$ cat src/rtl/game_round_ctrl_if.sv
// Board-side bundle for game_round_ctrl: key/verdict inputs and mode/score/status outputs.
interface game_round_ctrl_if #(
  parameter int NUM_KEYS = 7,
  parameter int HP_W     = 2,
  parameter int DIGITS   = 3
);
  logic [NUM_KEYS-1:0] KEY;
  logic [1:0]          JUDG;
  logic                JUDG_VLD;
  logic                WRONG;
  logic [2:0]          MODE;
  logic [HP_W-1:0]     HP_OUT;
  logic [4*DIGITS-1:0] COUNT_OUT;
  logic [NUM_KEYS-1:0] KEY_EDGE;
  logic                ROUND_START;
  logic                LEDR;

  modport master (
    output KEY, JUDG, JUDG_VLD, WRONG,
    input  MODE, HP_OUT, COUNT_OUT, KEY_EDGE, ROUND_START, LEDR
  );

  modport slave (
    input  KEY, JUDG, JUDG_VLD, WRONG,
    output MODE, HP_OUT, COUNT_OUT, KEY_EDGE, ROUND_START, LEDR
  );
endinterface

$ cat src/rtl/game_round_ctrl.sv
// Game-flow controller: synchronised key edges, IDLE/READY/INPUT/RESULT/OVER mode FSM,
// HP (lives) counter and saturating BCD score.
module game_round_ctrl #(
  parameter int NUM_KEYS      = 7,
  parameter int HP_W          = 2,
  parameter int HP_INIT       = 3,
  parameter int DIGITS        = 3,
  parameter int RESULT_CYCLES = 16
) (
  input  logic              CLK,
  input  logic              RST,
  game_round_ctrl_if.slave  bus
);
  localparam int SW    = 4 * DIGITS;
  localparam int CNT_W = (RESULT_CYCLES > 1) ? $clog2(RESULT_CYCLES) : 1;

  typedef enum logic [2:0] {
    IDLE   = 3'd0,
    READY  = 3'd1,
    INPUT  = 3'd2,
    RESULT = 3'd3,
    OVER   = 3'd4
  } mode_e;

  // Score +1 with decimal ripple carry; an all-nines score is held rather than wrapped.
  function automatic logic [SW-1:0] bcd_inc(input logic [SW-1:0] v);
    logic [SW-1:0] r;
    logic          carry;
    logic          all9;
    r     = v;
    carry = 1'b1;
    all9  = 1'b1;
    for (int k = 0; k < DIGITS; k++) begin
      if (v[4*k +: 4] != 4'd9) all9 = 1'b0;
      else                     all9 = all9;
    end
    if (!all9) begin
      for (int k = 0; k < DIGITS; k++) begin
        if (carry && (v[4*k +: 4] == 4'd9)) begin
          r[4*k +: 4] = 4'd0;
        end else if (carry) begin
          r[4*k +: 4] = v[4*k +: 4] + 4'd1;
          carry       = 1'b0;
        end else begin
          r[4*k +: 4] = v[4*k +: 4];
        end
      end
    end else begin
      r = v;
    end
    return r;
  endfunction

  logic [NUM_KEYS-1:0] sync1_q, sync2_q, prev_q, kedge_q;
  mode_e               state_q, state_d;
  logic [CNT_W-1:0]    cnt_q, cnt_d;
  logic [HP_W-1:0]     hp_q, hp_d;
  logic [SW-1:0]       score_q, score_d;
  logic                rs_q, led_q;
  logic                hp_dec, score_inc;

  // Two-flop synchroniser followed by a registered rising-edge detector.
  always_ff @(posedge CLK or negedge RST) begin
    if (!RST) begin
      sync1_q <= '0;
      sync2_q <= '0;
      prev_q  <= '0;
      kedge_q <= '0;
    end else begin
      sync1_q <= bus.KEY;
      sync2_q <= sync1_q;
      prev_q  <= sync2_q;
      kedge_q <= sync2_q & ~prev_q;
    end
  end

  // Next mode, RESULT dwell count, HP and score.
  always_comb begin
    state_d   = state_q;
    cnt_d     = cnt_q;
    hp_d      = hp_q;
    score_d   = score_q;
    // A verdict of 10 and a WRONG pulse in the same cycle merge into one decrement.
    hp_dec    = ((state_q == INPUT) && bus.JUDG_VLD && (bus.JUDG == 2'b10)) ||
                (bus.WRONG && ((state_q == INPUT) || (state_q == RESULT)));
    score_inc = (state_q == INPUT) && bus.JUDG_VLD && (bus.JUDG == 2'b01);
    if (hp_dec && (hp_q != '0)) hp_d = hp_q - 1'b1;
    else                        hp_d = hp_q;
    if (score_inc) score_d = bcd_inc(score_q);
    else           score_d = score_q;
    case (state_q)
      IDLE: begin
        if (kedge_q[0]) state_d = READY;
        else            state_d = IDLE;
      end
      READY: begin
        if (kedge_q[1]) state_d = INPUT;
        else            state_d = READY;
      end
      INPUT: begin
        if (bus.JUDG_VLD) begin
          state_d = RESULT;
          cnt_d   = '0;
        end else begin
          state_d = INPUT;
        end
      end
      RESULT: begin
        // Exit decision sees this cycle's HP update, so a late WRONG can still end the game.
        if (cnt_q == CNT_W'(RESULT_CYCLES - 1)) state_d = (hp_d != '0) ? INPUT : OVER;
        else                                   cnt_d   = cnt_q + 1'b1;
      end
      OVER: begin
        if (kedge_q[0]) begin
          state_d = IDLE;
          hp_d    = HP_W'(HP_INIT);
          score_d = '0;
        end else begin
          state_d = OVER;
        end
      end
      default: state_d = IDLE;
    endcase
  end

  // Mode, counters and registered status pulses.
  always_ff @(posedge CLK or negedge RST) begin
    if (!RST) begin
      state_q <= IDLE;
      cnt_q   <= '0;
      hp_q    <= HP_W'(HP_INIT);
      score_q <= '0;
      rs_q    <= 1'b0;
      led_q   <= 1'b0;
    end else begin
      state_q <= state_d;
      cnt_q   <= cnt_d;
      hp_q    <= hp_d;
      score_q <= score_d;
      rs_q    <= (state_d == INPUT) && (state_q != INPUT);
      led_q   <= (state_d == OVER);
    end
  end

  assign bus.MODE        = state_q;
  assign bus.HP_OUT      = hp_q;
  assign bus.COUNT_OUT   = score_q;
  assign bus.KEY_EDGE    = kedge_q;
  assign bus.ROUND_START = rs_q;
  assign bus.LEDR        = led_q;
endmodule

$ cat src/flat_wrapper.sv
// flat-port wrapper written by rule: the top's interface ports become plain ports
module game_round_ctrl_flat 
#(
  parameter int NUM_KEYS      = 7,
  parameter int HP_W          = 2,
  parameter int HP_INIT       = 3,
  parameter int DIGITS        = 3,
  parameter int RESULT_CYCLES = 16
)
  (CLK, RST, bus_KEY, bus_JUDG, bus_JUDG_VLD, bus_WRONG, bus_MODE, bus_HP_OUT, bus_COUNT_OUT, bus_KEY_EDGE, bus_ROUND_START, bus_LEDR);
  game_round_ctrl_if #(.NUM_KEYS(NUM_KEYS), .HP_W(HP_W), .DIGITS(DIGITS)) bus_i ();
  input  logic CLK;
  input  logic RST;
  input wire logic [$bits(bus_i.KEY)-1:0] bus_KEY;
  input wire logic [$bits(bus_i.JUDG)-1:0] bus_JUDG;
  input wire logic [$bits(bus_i.JUDG_VLD)-1:0] bus_JUDG_VLD;
  input wire logic [$bits(bus_i.WRONG)-1:0] bus_WRONG;
  output wire logic [$bits(bus_i.MODE)-1:0] bus_MODE;
  output wire logic [$bits(bus_i.HP_OUT)-1:0] bus_HP_OUT;
  output wire logic [$bits(bus_i.COUNT_OUT)-1:0] bus_COUNT_OUT;
  output wire logic [$bits(bus_i.KEY_EDGE)-1:0] bus_KEY_EDGE;
  output wire logic [$bits(bus_i.ROUND_START)-1:0] bus_ROUND_START;
  output wire logic [$bits(bus_i.LEDR)-1:0] bus_LEDR;
  assign bus_i.KEY = bus_KEY;
  assign bus_i.JUDG = bus_JUDG;
  assign bus_i.JUDG_VLD = bus_JUDG_VLD;
  assign bus_i.WRONG = bus_WRONG;
  assign bus_MODE = bus_i.MODE;
  assign bus_HP_OUT = bus_i.HP_OUT;
  assign bus_COUNT_OUT = bus_i.COUNT_OUT;
  assign bus_KEY_EDGE = bus_i.KEY_EDGE;
  assign bus_ROUND_START = bus_i.ROUND_START;
  assign bus_LEDR = bus_i.LEDR;
  game_round_ctrl #(.NUM_KEYS(NUM_KEYS), .HP_W(HP_W), .HP_INIT(HP_INIT), .DIGITS(DIGITS), .RESULT_CYCLES(RESULT_CYCLES)) u_core (.CLK(CLK), .RST(RST), .bus(bus_i));
endmodule
$ cat config.mk
export PLATFORM = sky130hd
export DESIGN_NAME = game_round_ctrl_flat
export DESIGN_NICKNAME = d
export VERILOG_FILES = /design/src/rtl/game_round_ctrl_if.sv /design/src/rtl/game_round_ctrl.sv /design/src/flat_wrapper.sv
export SDC_FILE = /design/constraint.sdc
export NUM_CORES = 1
export LEC_CHECK = 0
export ABC_AREA = 1
export BUFFER_PORTS_ARGS = -buffer_cell sky130_fd_sc_hd__buf_4
export CAP_MARGIN = 25
export CORE_AREA = 3 3 95 97
export DETAILED_ROUTE_END_ITERATION = 16
export DIE_AREA = 0 0 98 100
export PLACE_DENSITY = 0.39
export RECOVER_POWER = 100
export SLEW_MARGIN = 20
export SYNTH_ARGS = -nofsm -noshare
export SYNTH_HDL_FRONTEND = slang
export SYNTH_SLANG_ARGS = --single-unit
$ cat constraint.sdc
create_clock -name CLK -period 3.4 [get_ports CLK]
set_input_delay 0.34 -clock CLK [delete_from_list [all_inputs] [get_ports CLK]]
set_output_delay 0.34 -clock CLK [all_outputs]
set_load 0.1 [all_outputs]
**Word-level counts from Yosys, hierarchy flattened**

Index checks and enable logic that the tools add are counted.

- Register bits after elaboration: 51
- Input bits: 13
- Output and inout bits: 26
- Logic and storage cells: 82

- $add $sub $neg: 5
- Eq/ne operators: 18
- Muxes and demuxes: 32
- Bitwise logic cells: 2
- Reductions and logical operators: 15

Operator list:

| cell | count |
|---|---|
| $mux 12 | 4 |
| $mux 4 | 7 |
| $add 4x1->4 const B | 4 |
| $eq 4x4->1 const B | 4 |
| $pmux 3 s5 | 1 |
| $mux 1 | 12 |
| $ne 4x4->1 const B | 3 |
| $eq 3x2->1 const B | 3 |
| $mux 3 | 3 |
| $logic_and 1x1->1 | 8 |
| $mux 2 | 4 |
| $pmux 4 s2 | 1 |
| $and 7x7->7 | 1 |
| $not 7->7 | 1 |
| $eq 3x3->1 const B | 2 |
| $reduce_bool 2->1 | 3 |
| $ne 2x2->1 const B | 2 |
| $eq 3x1->1 const B | 1 |
| $logic_not 3->1 | 1 |
| $ne 3x2->1 const B | 1 |
| $reduce_and 3->1 | 1 |
| $eq 2x1->1 const B | 1 |
| $eq 2x2->1 const B | 1 |
| $logic_or 1x1->1 | 2 |
| $sub 2x1->2 const B | 1 |

**Depth between registers and ports, before layout**

- Depth in word-level cells: 17
- Mapped depth: 11
- Depth with buffers taken out: 11

**Worst setup path after synthesis**

No wires, ideal clock.

- Kind: register to register
- Start point: reg u_core.state_q[2], in the netlist u_core.bus.MODE[2]
- End point: reg u_core.rs_q, in the netlist u_core.bus.ROUND_START
- Setup time: 0.122 ns
- Data arrival time: 1.988 ns
- Required time: 3.278 ns
- Setup slack: 1.289 ns
- Cell stages (with the launch flop): 12
- Buffers on the path: 0
- Clock period less this slack: 2.111 ns
- Path through: dfrtp_1 -> inv_1 -> nand2_2 -> nor2_4 -> nand3_1 -> nand2_1 -> nand2_1 -> nand2_1 -> nand2_1 -> nand2_1 -> a21oi_1 -> nor2_1

- Longest elaborated chain between the ends: 12
- Elaborated cells between the ends (all ways): 19
- Those cells by class: eq/ne: 6; mux: 4; reduce/logical: 9

Ends and longest elaborated chain:

| what | RTL line | source |
|---|---|---|
| start, declared | game_round_ctrl.sv:55 | `mode_e state_q, state_d;` |
| start signal, assigned | game_round_ctrl.sv:136 | `state_q <= state_d;` |
| $eq 3x2->1 (on tied branches) | game_round_ctrl.sv:84, game_round_ctrl.sv:85, game_round_ctrl.sv:91 |  |
| $logic_and 1x1->1 / $logic_or 1x1->1 (equally long branches) | game_round_ctrl.sv:84, game_round_ctrl.sv:85 |  |
| $logic_and 1x1->1 (on tied branches) | game_round_ctrl.sv:84, game_round_ctrl.sv:85 |  |
| $logic_or 1x1->1 | game_round_ctrl.sv:84 | `hp_dec = ((state_q == INPUT) && bus.JUDG_VLD && (bus.JUDG == 2'b10)) \|\|` |
| $logic_and 1x1->1 | game_round_ctrl.sv:87 | `if (hp_dec && (hp_q != '0)) hp_d = hp_q - 1'b1;` |
| $mux 2 | game_round_ctrl.sv:87 |  |
| $reduce_bool 2->1 | game_round_ctrl.sv:110 | `if (cnt_q == CNT_W'(RESULT_CYCLES - 1)) state_d = (hp_d != '0) ? INPUT : OVER;` |
| $mux 3 (2 in series) | game_round_ctrl.sv:110 |  |
| $pmux 3 s5 | game_round_ctrl.sv:91 | `case (state_q)` |
| $eq 3x2->1 | game_round_ctrl.sv:140 | `rs_q <= (state_d == INPUT) && (state_q != INPUT);` |
| $logic_and 1x1->1 (*) | game_round_ctrl.sv:140 |  |
| end signal, assigned | game_round_ctrl.sv:140 |  |
| end, declared | game_round_ctrl.sv:59 | `logic rs_q, led_q;` |

Every way passes the cells marked *; elsewhere a longest branch is shown, timed or not.
A chain may end at the register's enable or synchronous reset.

**Worst setup path in the final report**

- Start point: reg u_core.state_q[2], in the netlist u_core.bus.MODE[2]
- End point: reg u_core.score_q[11], in the netlist u_core.bus.COUNT_OUT[11]

- Longest elaborated chain between the ends: 6
- Elaborated cells between the ends (all ways): 7
- Those cells by class: eq/ne: 2; mux: 3; reduce/logical: 2

Ends and longest elaborated chain:

| what | RTL line | source |
|---|---|---|
| $eq 3x2->1 | game_round_ctrl.sv:86 | `score_inc = (state_q == INPUT) && bus.JUDG_VLD && (bus.JUDG == 2'b01);` |
| $logic_and 1x1->1 (2 in series) | game_round_ctrl.sv:86 |  |
| $mux 12 | game_round_ctrl.sv:89 | `if (score_inc) score_d = bcd_inc(score_q);` |
| $mux 12 | game_round_ctrl.sv:114 | `if (kedge_q[0]) begin` |
| $mux 12 (*) | game_round_ctrl.sv:91 |  |
| via u_core.score_d[11] | game_round_ctrl.sv:58 | `logic [SW-1:0] score_q, score_d;` |
| end signal, assigned | game_round_ctrl.sv:139 | `score_q <= score_d;` |
| end, declared | game_round_ctrl.sv:58 |  |

The timed path passes the listed nets; every way through them passes the cells marked *.

==> results.md <==
* Status: finished, final reports clean
* Tightest Pin Transition at 1.19 ns
* Power per cell area at a little over 700 mW/mm^2
* Core region area at slightly above 0.008 sq mm
* H-tree depth at 2
* Crit. End Element: flop
* Die W at 98 um
* Area grow syn2layout at 17.7%
* Final setup margin at 1.12 ns
* Total GRT Usage at 0.0919
* Crit path max-delay family: simple AND/OR/NAND/NOR gates
* Max-cap violations at 0
* Nets at ~270
* Initial antenna violation count at 0
* Setup TNS at 0 ns
* Clock Latency Late Sink at 0.31 ns
* Worst Path Required at 3.59 ns
* Die Y at around 100 um
* CTS buffer count at 5
* Pin count of the biggest net entering global routing at between 50 and 60
* Crit path buffers/inverters at 2
* Initial Util at 0.251
* CTS clk-pin slew, worst paths at 0.09 ns
* Final hold vios at 0
* Seq cells post-synth at 51
* Share of post-route cells with drive strength above 1 at 0.108
* Seq/Total Area, Yosys at 0.620
* Grt ovf at 0
* CTS tree: built
* CP max-delay cell: clkinvlp_2
* Crit-path cells: inv_1 > nand2_1 > nor2_1 > nand2_1 > nor2_1 > clkinvlp_2 > nor3_2 > or2_2 > a21oi_1
* Root buffer cell: clkbuf_8
* CTS Hold Bufs at 0
* VDD IR max at 0.643 mV
* Synth unique cells at 29
* Synth Warn # at 0
* Max clock buf depth at 2
* Period utilization at 0.671
* Placement Setup Slack at 1.79 ns
* ANT nets after route at 0
* Drt via density at 4.15
* Final Max Tran Viols at 0
* Peak Freq at 0.439 GHz
* Lkg Pwr at 1.17 nW
* Number of I/O pins at 39
* Relative slew slack at 0.209
* RSZ-0062 raised after global routing: false
* Vias post-DR at 1476
* First-pass GRT wire length at 7180 um
* Synth Instances at 205
* Final clock skew at 0.00586 ns
* Drt initial violations at just over 60
* CTS resizes at 0
* WP data arrival at 2.47 ns
* Fill cells at approximately 910
* Final WL at 4100 um
* Tmin final at 2.28 ns
* Commonest non-fill, non-tap cell in the layout: dfrtp_1
* CP max stage delay at 0.43 ns
* CP Launch Type: flop
* HP Class: primary input to asynchronous set/reset pin
* Ant diodes at 0
* Critical Setup Path Class: flop to flop
* Post-CTS Setup Inserts at 0
* Synthesized net count at 224
* Routed WL per cell at 11.5 um
* Critical path peak fanout at 7
* Vias in the first global route at 1518
* Syn_area_per_cell at 10.1 sq um
* DIE AREA at between 0.009 and 0.01 sq mm
* Count of final setup violators at 0
* Hpwl dp at 2850 um
* DRT Pass-1 Iters at 4
* Clk sinks at between 50 and 60
* Final Util at 0.295
* DR DRC count at 0
* Commonest non-fill, non-tap cells in the layout: 49 x dfrtp_1, 34 x nand2_1, 31 x inv_1
* Synthesized area at 0.00206 sq mm
* Gp weighted congestion at 0.739
* # rows at 33
* Count of input and output buffers at 38
==> worst reg2reg max path, cell delays in order (launching register included) <==
cell and delay (ns):
dfrtp_1 0.42, inv_1 0.12, nand2_1 0.10, nor2_1 0.19, nand2_1 0.13, nor2_1 0.33
clkinvlp_2 0.43, nor3_2 0.26, or2_2 0.13, a21oi_1 0.05
==> report_power, final <==
| part | leakage [nW] | internal, mW | switching (mW) |
|---|---|---|---|
| Clock | 0.0418 | 0.148 | 0.209 |
| Sequential | 0.632 | 0.693 | 0.0684 |
| Combinational | 0.492 | 0.108 | 0.520 |
==> kinds of logic (layout without fill, tap and decap cells) <==
group / count (synthesis) / in the layout / synth area share
XOR/XNOR: 3 / 3 / 0.0127
AO/OA/AOI/OAI: 27 / 27 / 0.0698
AND/OR/NAND/NOR: 85 / 85 / 0.200
adder cells (fa/ha/maj): 6 / 6 / 0.0364
flip-flops: 51 / 51 / 0.620
buffers and inverters: 33 / 79 / 0.0613
==> routing by layer <==
metal / vias to the layer above / share of wire / routed length (um) / track usage
met5: - / 0 / 0 / 0
met4: 0 / 0.018 / 72 / 0.0351
met3: 5 / 0.062 / 254 / 0.0306
met2: 31 / 0.43 / 1770 / 0.142
met1: 700 / 0.49 / 2000 / 0.120
li1: 740 / - / - / -
==> final cells by class <==
| cell class | instances | area [sq um] | share of cell area |
|---|---|---|---|
| Timing Repair Buffer | 38 | 188 | 0.0773 |
| Clock buffer | 6 | 72.6 | 0.0299 |
| Sequential cell | 51 | 1280 | 0.527 |
| Clock inverter | 2 | 16.3 | 0.00670 |
| Inverter | 33 | 125 | 0.0515 |
| Multi-Input combinational cell | 121 | 616 | 0.254 |
| Tap cell | 105 | 131 | 0.0541 |
==> registers in the layout (all words and copies together), names as in the netlist <==
name                    cells
u_core.bus.COUNT_OUT       12
u_core.bus.KEY_EDGE         7
u_core.bus.HP_OUT           2
u_core.bus.LEDR             1
u_core.sync2_q              7
u_core.cnt_q                4
u_core.bus.MODE             3
u_core.prev_q               7
u_core.bus.ROUND_START      1
u_core.sync1_q              7
==> through the flow <==
| step | cells | cell area (sq um) | power (mW) | hold WS, ns |
|---|---|---|---|---|
| floorplan | 205 | 2060 | 1.31 | 0.0444 |
| global placement | 348 | 2480 | 1.48 | 0.334 |
| CTS | 356 | 2570 | 1.85 | 0.0795 |
| finish | 356 | 2430 | 1.75 | 0.0585 |
| detailed placement | 348 | 2480 | 1.47 | 0.335 |
| global route | 356 | 2430 | 1.87 | 0.0996 |
==> Yosys cell counts (all sizes together) <==
cell,instances,area [sq um]
nand3,15,80.1
or2,2,12.5
and3,1,6.26
o211ai,2,15.0
xor2,2,17.5
nand2,34,140
dfrtp,49,1230
ha,6,75.1
nor2,26,131
nor3,6,35.0
o31ai,1,7.51
a31oi,1,6.26
a21oi,13,65.1
xnor2,1,8.76
inv,33,126
nand4,1,6.26
dfstp,2,52.6
o21ai,10,50.0
==> final timing paths <==
kind,to,slack [ns],startpoint,depth (start not counted)
min in group CLK,u_core.sync1_q[6]$_DFF_PN0_,0.16,bus_KEY[6],1
worst min register to register,u_core.sync2_q[2]$_DFF_PN0_,0.35,u_core.sync1_q[2]$_DFF_PN0_,0
max in group asynchronous,u_core.sync2_q[0]$_DFF_PN0_,2.91,RST,1
worst min-delay path,u_core.sync2_q[2]$_DFF_PN0_,0.06,RST,1
worst max register to register,u_core.bus.COUNT_OUT[11]$_DFF_PN0_,1.12,u_core.bus.MODE[2]$_DFF_PN0_,9
worst max-delay path,u_core.bus.COUNT_OUT[11]$_DFF_PN0_,1.12,u_core.bus.MODE[2]$_DFF_PN0_,9
Power figures use the tool's default switching activity.
